==> src/rtl/arcade_input_pkg.sv <==
// Shared types and bit maps for the arcade player-input front end.
// Input nibbles are R/L/D/U from bit0; output nibbles are U/R/D/L from bit0.
package arcade_input_pkg;

    localparam int DIR_RIGHT = 0;
    localparam int DIR_LEFT  = 1;
    localparam int DIR_DOWN  = 2;
    localparam int DIR_UP    = 3;

    localparam int OUT_UP    = 0;
    localparam int OUT_RIGHT = 1;
    localparam int OUT_DOWN  = 2;
    localparam int OUT_LEFT  = 3;

    typedef enum logic [2:0] {
        D_NONE,
        D_UP,
        D_DOWN,
        D_LEFT,
        D_RIGHT
    } dir_t;

    typedef enum logic [1:0] {
        ST_IDLE,
        ST_HOLD,
        ST_GAP
    } coin_state_t;

    // Highest-priority set direction: UP > DOWN > LEFT > RIGHT.
    function automatic dir_t pick_dir(input logic [3:0] bits);
        dir_t d;
        d = D_NONE;
        if (bits[DIR_UP])         d = D_UP;
        else if (bits[DIR_DOWN])  d = D_DOWN;
        else if (bits[DIR_LEFT])  d = D_LEFT;
        else if (bits[DIR_RIGHT]) d = D_RIGHT;
        return d;
    endfunction

    // True when direction d is currently held in the input-order nibble.
    function automatic logic dir_held(input dir_t d, input logic [3:0] bits);
        logic h;
        h = 1'b0;
        unique case (d)
            D_UP:    h = bits[DIR_UP];
            D_DOWN:  h = bits[DIR_DOWN];
            D_LEFT:  h = bits[DIR_LEFT];
            D_RIGHT: h = bits[DIR_RIGHT];
            default: h = 1'b0;
        endcase
        return h;
    endfunction

    // One-hot active-high output nibble for a single direction.
    function automatic logic [3:0] dir_to_out(input dir_t d);
        logic [3:0] o;
        o = 4'b0000;
        unique case (d)
            D_UP:    o[OUT_UP]    = 1'b1;
            D_DOWN:  o[OUT_DOWN]  = 1'b1;
            D_LEFT:  o[OUT_LEFT]  = 1'b1;
            D_RIGHT: o[OUT_RIGHT] = 1'b1;
            default: o = 4'b0000;
        endcase
        return o;
    endfunction

    // Reorder an input-order nibble into output order, active high.
    function automatic logic [3:0] remap(input logic [3:0] bits);
        logic [3:0] o;
        o = 4'b0000;
        o[OUT_UP]    = bits[DIR_UP];
        o[OUT_RIGHT] = bits[DIR_RIGHT];
        o[OUT_DOWN]  = bits[DIR_DOWN];
        o[OUT_LEFT]  = bits[DIR_LEFT];
        return o;
    endfunction

endpackage

==> src/rtl/arcade_input_conditioner_debounce.sv <==
// Single-bit debouncer: the stable value flips after DB_CYCLES consecutive
// differing ce samples; a trailing register isolates it from downstream logic.
module input_debounce
    import arcade_input_pkg::*;
#(
    parameter int DB_CYCLES = 8
) (
    input  logic clk_sys,
    input  logic reset_n,
    input  logic ce,
    input  logic raw,
    output logic db
);

    localparam int CW = (DB_CYCLES > 1) ? $clog2(DB_CYCLES) : 1;

    logic [CW-1:0] cnt_q, cnt_d;
    logic          stable_q, stable_d;
    logic          db_q, db_d;

    // Count disagreeing samples; any agreeing sample restarts the count.
    always_comb begin
        cnt_d    = cnt_q;
        stable_d = stable_q;
        if (ce) begin
            if (raw == stable_q) begin
                cnt_d = '0;
            end else if (cnt_q == CW'(DB_CYCLES - 1)) begin
                stable_d = ~stable_q;
                cnt_d    = '0;
            end else begin
                cnt_d = CW'(cnt_q + 1'b1);
            end
        end
    end

    assign db_d = stable_q;

    // Debounce state and output register.
    always_ff @(posedge clk_sys or negedge reset_n) begin
        if (!reset_n) begin
            cnt_q    <= '0;
            stable_q <= 1'b0;
            db_q     <= 1'b0;
        end else begin
            cnt_q    <= cnt_d;
            stable_q <= stable_d;
            db_q     <= db_d;
        end
    end

    assign db = db_q;

endmodule

==> src/rtl/arcade_input_conditioner.sv <==
// Player-input front end: debounce, optional 4-way arbitration, coin stretch.
// Define INPUT_4WAY_EN for per-player 4-way joystick exclusivity.
module arcade_input_conditioner
    import arcade_input_pkg::*;
#(
    parameter int PLAYERS   = 2,
    parameter int DB_CYCLES = 8,
    parameter int COIN_HOLD = 3
) (
    input  logic                 clk_sys,
    input  logic                 reset_n,
    input  logic                 ce,
    input  logic                 vblank,
    input  logic [PLAYERS*4-1:0] joy_in,
    input  logic [PLAYERS-1:0]   start_in,
    input  logic                 coin_in,
    output logic [PLAYERS*4-1:0] ctrl_n,
    output logic [PLAYERS-1:0]   start_n,
    output logic                 coin_n,
    output logic                 coin_busy
);

    localparam int NB  = PLAYERS * 5 + 1;
    localparam int CCW = (COIN_HOLD > 1) ? $clog2(COIN_HOLD) : 1;

    logic [NB-1:0]        raw_all;
    logic [NB-1:0]        db_all;
    logic [PLAYERS*4-1:0] joy_db;
    logic [PLAYERS-1:0]   start_db;
    logic                 coin_db;

    assign raw_all  = {coin_in, start_in, joy_in};
    assign joy_db   = db_all[PLAYERS*4-1:0];
    assign start_db = db_all[PLAYERS*5-1:PLAYERS*4];
    assign coin_db  = db_all[NB-1];

    for (genvar i = 0; i < NB; i++) begin : g_db
        input_debounce #(
            .DB_CYCLES(DB_CYCLES)
        ) u_db (
            .clk_sys(clk_sys),
            .reset_n(reset_n),
            .ce     (ce),
            .raw    (raw_all[i]),
            .db     (db_all[i])
        );
    end

    logic [PLAYERS*4-1:0] ctrl_n_q, ctrl_n_d;
    logic [PLAYERS-1:0]   start_n_q, start_n_d;

`ifdef INPUT_4WAY_EN
    logic [PLAYERS*4-1:0] joy_prev_q;

    // Previous debounced directions for rising-edge detection.
    always_ff @(posedge clk_sys or negedge reset_n) begin
        if (!reset_n) joy_prev_q <= '0;
        else          joy_prev_q <= joy_db;
    end

    for (genvar p = 0; p < PLAYERS; p++) begin : g_arb
        logic [3:0] held;
        logic [3:0] rise;
        dir_t       active_q, active_d;

        assign held = joy_db[p*4 +: 4];
        assign rise = held & ~joy_prev_q[p*4 +: 4];

        // Newest press wins; on release fall back to highest held direction.
        always_comb begin
            active_d = active_q;
            if (|rise) begin
                active_d = pick_dir(rise);
            end else if (!dir_held(active_q, held)) begin
                active_d = pick_dir(held);
            end
        end

        // Per-player arbitration state.
        always_ff @(posedge clk_sys or negedge reset_n) begin
            if (!reset_n) active_q <= D_NONE;
            else          active_q <= active_d;
        end

        assign ctrl_n_d[p*4 +: 4] = ~dir_to_out(active_d);
    end
`else
    for (genvar p = 0; p < PLAYERS; p++) begin : g_pass
        assign ctrl_n_d[p*4 +: 4] = ~remap(joy_db[p*4 +: 4]);
    end
`endif

    assign start_n_d = ~start_db;

    logic        vblank_q;
    logic        coin_prev_q;
    logic        vb_rise;
    logic        coin_rise;
    coin_state_t state_q, state_d;
    logic [CCW-1:0] cnt_q, cnt_d;
    logic        pending_q, pending_d;
    logic        coin_n_q, coin_n_d;
    logic        coin_busy_q, coin_busy_d;

    assign vb_rise   = vblank & ~vblank_q;
    assign coin_rise = coin_db & ~coin_prev_q;

    // Coin stretch FSM: hold coin_n low for COIN_HOLD frames, then a gap frame.
    always_comb begin
        state_d   = state_q;
        cnt_d     = cnt_q;
        pending_d = pending_q;
        unique case (state_q)
            ST_IDLE: begin
                if (coin_rise) begin
                    state_d = ST_HOLD;
                    cnt_d   = '0;
                end
            end
            ST_HOLD: begin
                if (coin_rise) pending_d = 1'b1;
                if (vb_rise) begin
                    if (cnt_q == CCW'(COIN_HOLD - 1)) begin
                        state_d = ST_GAP;
                        cnt_d   = '0;
                    end else begin
                        cnt_d = CCW'(cnt_q + 1'b1);
                    end
                end
            end
            ST_GAP: begin
                if (coin_rise) pending_d = 1'b1;
                if (vb_rise) begin
                    if (pending_q || coin_rise) begin
                        state_d   = ST_HOLD;
                        cnt_d     = '0;
                        pending_d = pending_q && coin_rise;
                    end else begin
                        state_d = ST_IDLE;
                    end
                end
            end
            default: begin
                state_d   = ST_IDLE;
                cnt_d     = '0;
                pending_d = 1'b0;
            end
        endcase
        coin_n_d    = (state_d != ST_HOLD);
        coin_busy_d = (state_d != ST_IDLE) | pending_d;
    end

    // Coin FSM state, edge-detect copies and output registers.
    always_ff @(posedge clk_sys or negedge reset_n) begin
        if (!reset_n) begin
            vblank_q    <= 1'b0;
            coin_prev_q <= 1'b0;
            state_q     <= ST_IDLE;
            cnt_q       <= '0;
            pending_q   <= 1'b0;
            coin_n_q    <= 1'b1;
            coin_busy_q <= 1'b0;
            ctrl_n_q    <= '1;
            start_n_q   <= '1;
        end else begin
            vblank_q    <= vblank;
            coin_prev_q <= coin_db;
            state_q     <= state_d;
            cnt_q       <= cnt_d;
            pending_q   <= pending_d;
            coin_n_q    <= coin_n_d;
            coin_busy_q <= coin_busy_d;
            ctrl_n_q    <= ctrl_n_d;
            start_n_q   <= start_n_d;
        end
    end

    assign ctrl_n    = ctrl_n_q;
    assign start_n   = start_n_q;
    assign coin_n    = coin_n_q;
    assign coin_busy = coin_busy_q;

endmodule

==> config.mk <==
export PLATFORM = sky130hd
export DESIGN_NAME = arcade_input_conditioner
export DESIGN_NICKNAME = d
export VERILOG_FILES = /design/src/rtl/arcade_input_pkg.sv /design/src/rtl/arcade_input_conditioner_debounce.sv /design/src/rtl/arcade_input_conditioner.sv
export SDC_FILE = /design/constraint.sdc
export NUM_CORES = 1
export LEC_CHECK = 0
export ABC_CLOCK_PERIOD_IN_PS = 2100
export BUFFER_PORTS_ARGS = -buffer_cell sky130_fd_sc_hd__buf_4
export CORE_MARGIN = 2
export CORE_UTILIZATION = 35
export DETAILED_ROUTE_END_ITERATION = 10
export SKIP_LAST_GASP = 1
export SLEW_MARGIN = 20
export SYNTH_ARGS = -nofsm -noshare
export SYNTH_HDL_FRONTEND = slang
export SYNTH_SLANG_ARGS = --single-unit
export TNS_END_PERCENT = 5
==> constraint.sdc <==
create_clock -name clk_sys -period 2.1 [get_ports clk_sys]
set_clock_uncertainty 0.05 [all_clocks]
set_input_delay 0.315 -clock clk_sys [delete_from_list [all_inputs] [get_ports clk_sys]]
set_output_delay 0.315 -clock clk_sys [all_outputs]
set_load 0.1 [all_outputs]
==> metrics.txt <==
status=finished, final reports clean; Total Power=4.27 mW; 1st-iter DRT viols=40; largest net degree at the start of global routing=42; Die Area=approximately 10000 sq um; Non-Filler Instances=420; Tmin final=1550 ps; share of cells above drive strength 1=0.224; Final Wtd Congestion=0.711; Setup crit end kind=register; DP HPWL=3060 um; drt wl/cell=11.0 um; Post-Synth Simple-Gate Area=0.0897; Initial Util=0.363; Post-DRT Antenna Nets=0; Die Wd=99.3 um; RSZ-0062 raised after global routing=no; Critical Path Source=g_db[1].u_db.cnt_q[0]; Critical Path RT=between 2000 and 2500 ps; kind of critical path=register to register; Seq/Total Area, Yosys=0.586; FMAX=0.647 GHz; Synth Register Bits=74; Residual DRC=0; I/O Pins=27; top cell type's share of synthesized area=0.495; worst reg2reg endpoint=g_db[1].u_db.cnt_q[0]; Placed Cells incl. Taps=between 400 and 500; CP bufs+invs=0; ANT cells=0; Core ar.=8760 sq um; Distinct cells, synth=29; total of max-cap violations=0; R2R depth=4; HP Start=vblank; # Post-CTS Setup Buffers=0; synthesized cell area=between 3000 and 4000 sq um; worst path cell trace=ha_1 -> ha_1 -> or4b_1 -> o21ai_0; TritonCTS clock tree=built; CTS clk-pin slew, worst paths=70 ps; row cnt=34; # H-tree levels=3; most frequent cell on the critical path=ha_1; Final Hold Viols=0; Worst path max stage delay=520 ps; leakage=~1.7 nW; Slew HR=0.637; initial antenna violation count=0; crit path max fanout=3; Crit path max-delay family=simple AND/OR/NAND/NOR gates; global-route wire length before repair=between 8000 and 9000 um; total gr overflow=0; setup violators final=0; Final nets=344; WL final=4630 um; CP Depth=4; syn_area_per_cell=11.4 sq um; Slew @ Worst Pin=545 ps; clk sinks=74; Worst setup SP type=register; Syn Nets=315; CTS Root Buffer Type=clkbuf_8; fin. max-slew vios=0; Via Count=between 1500 and 2000; Yosys warnings=0; GRT Total Usage=0.108; Fill cells=831; Via density=between 4 and 5; fin crit share=0.736; Synth area leaders=dfrtp_1, dfstp_2, ha_1; VDD IR max=0.429 mV; power density cells=1160 nW/um^2; Worst path slowest cell=or4b_1; worst hold path type=primary input to register; Synth Area in Compound Gates=0.0853; port bufs=26; EDFF count, synth=0; crit path DAT=about 1700 ps; final core utilization=0.420; Adder-Cell Fraction of Synth Area=0.0865; Mapped Cells=278; area leader, netlist=dfrtp_1; post-synthesis async set-or-reset flop share=1.00; r2r startpoint=g_db[1].u_db.cnt_q[0]; XOR/XNOR Fraction of Synth Area=0.0303; vias in the first global route=1870; Area Overhead vs Synth=15.6%; Inserted Clock Buffers=9; clock buffer depth=2; top_reg_cell synth=dfrtp_1; proportion of synthesized area in mux cells=0.0562; clk_lat worst skew=330 ps; Sum Neg Setup Slack=0 ps; R2R setup slack=550 ps; main combinational cell family by area after synthesis=simple AND/OR/NAND/NOR gates; 1st-pass router iterations=4; CP endpoint=g_db[1].u_db.cnt_q[0]; Die Y=approximately 99 um
## report_power, final
group / switching, mW / total, mW / leakage [nW] / internal (mW)
clock: 0.509 / 0.965 / 0.0851 / 0.455
sequential: 0.230 / 2.04 / 0.954 / 1.81
combinational: 0.811 / 1.27 / 0.706 / 0.455
## layer usage
layer  track usage  wire length [um]  up-vias
met5             0                 0        -
met4        0.0379                33        0
met3        0.0422               170        2
met2         0.161              2100       24
met1         0.143              2320      928
li1              -                 -      983
## per-stage QoR
step / setup WS [ps] / hold slack [ps] / area [sq um]
after global placement: 611 / 288 / 3500
final: 554 / 55.7 / 3680
after detailed placement: 568 / 292 / 3500
after floorplan: 652 / -30.6 / 3180
after CTS: 544 / 34.2 / 3680
after global routing: 476 / 28.2 / 3680
## timing repair
item                                    4_1_cts  5_1_grt
hold buffers                                  1        0
endpoints found under the setup margin        0        0
hold endpoints to repair                     34        0
gates resized for setup                       0        0
## layout make-up
class                      instances  area, sq um  area share
clock buffer                      11          141      0.0384
clock inverter                     5         30.0     0.00816
inverter                          41          154      0.0418
multi-input combinational        152         1110       0.301
sequential                        74         1870       0.507
tap                              108          135      0.0367
timing repair buffer              29          245      0.0667
## cells in the mapped netlist, types with 2 or more instances
library cell  instances
clkbuf_1              2
nor3_1                4
dfrtp_1              63
inv_1                41
a221oi_1              2
buf_2                 7
o21ai_0              10
mux2_2               15
nand3_1               3
nor2_1                4
or4b_1                2
nand2b_1              8
xnor2_1               9
o22ai_1              21
ha_1                 22
xor2_1                2
dfstp_2              11
o32ai_1               4
nand2_1              38
## cell usage in the layout, fill, tap and decap left out, types with 3 or more instances in the layout
master / count
inv_1: 41
dfstp_2: 11
clkbuf_8: 10
nand2b_1: 8
nor2_1: 4
dfrtp_1: 63
ha_1: 22
buf_4: 26
o32ai_1: 4
clkinv_2: 3
o21ai_0: 10
o22ai_1: 21
nand3_1: 3
xnor2_1: 9
nand2_1: 38
nor3_1: 4
mux2_2: 15
## logic make-up (layout without fill, tap and decap cells)
family          count (synthesis)  count (layout)
compound gates                 42              42
xor+xnor                       11              11
fa+ha+maj                      22              22
buf+inv                        52              86
flops                          74              74
mux                            16              16
simple gates                   61              61
## worst min-delay path by stage
| stage | endpoint | depth (start not counted) | slack (ps) |
|---|---|---|---|
| 2_1_floorplan | cnt_q[0] | 0 | -30 |
| 3_3_place_gp | ctrl_n[5] | 1 | 290 |
| 3_5_place_dp | ctrl_n[5] | 1 | 290 |
| 4_1_cts | vblank_q | 1 | 30 |
| 5_1_grt | vblank_q | 1 | 30 |
| 6_report | vblank_q | 1 | 60 |
## flip-flops by register name, indices dropped and copies added (netlist names), 2 cells and up
signal	count
g_db.u_db.cnt_q	33
g_db.u_db.db	11
cnt_q	2
start_n	2
g_db.u_db.db_d	11
ctrl_n	8
state_q	2
## worst register-to-register path, cell delays in order, from the launching register on
cell	delay [ps]
dfrtp_1	400
ha_1	200
ha_1	200
or4b_1	520
o21ai_0	90
Power figures use the tool's default switching activity.
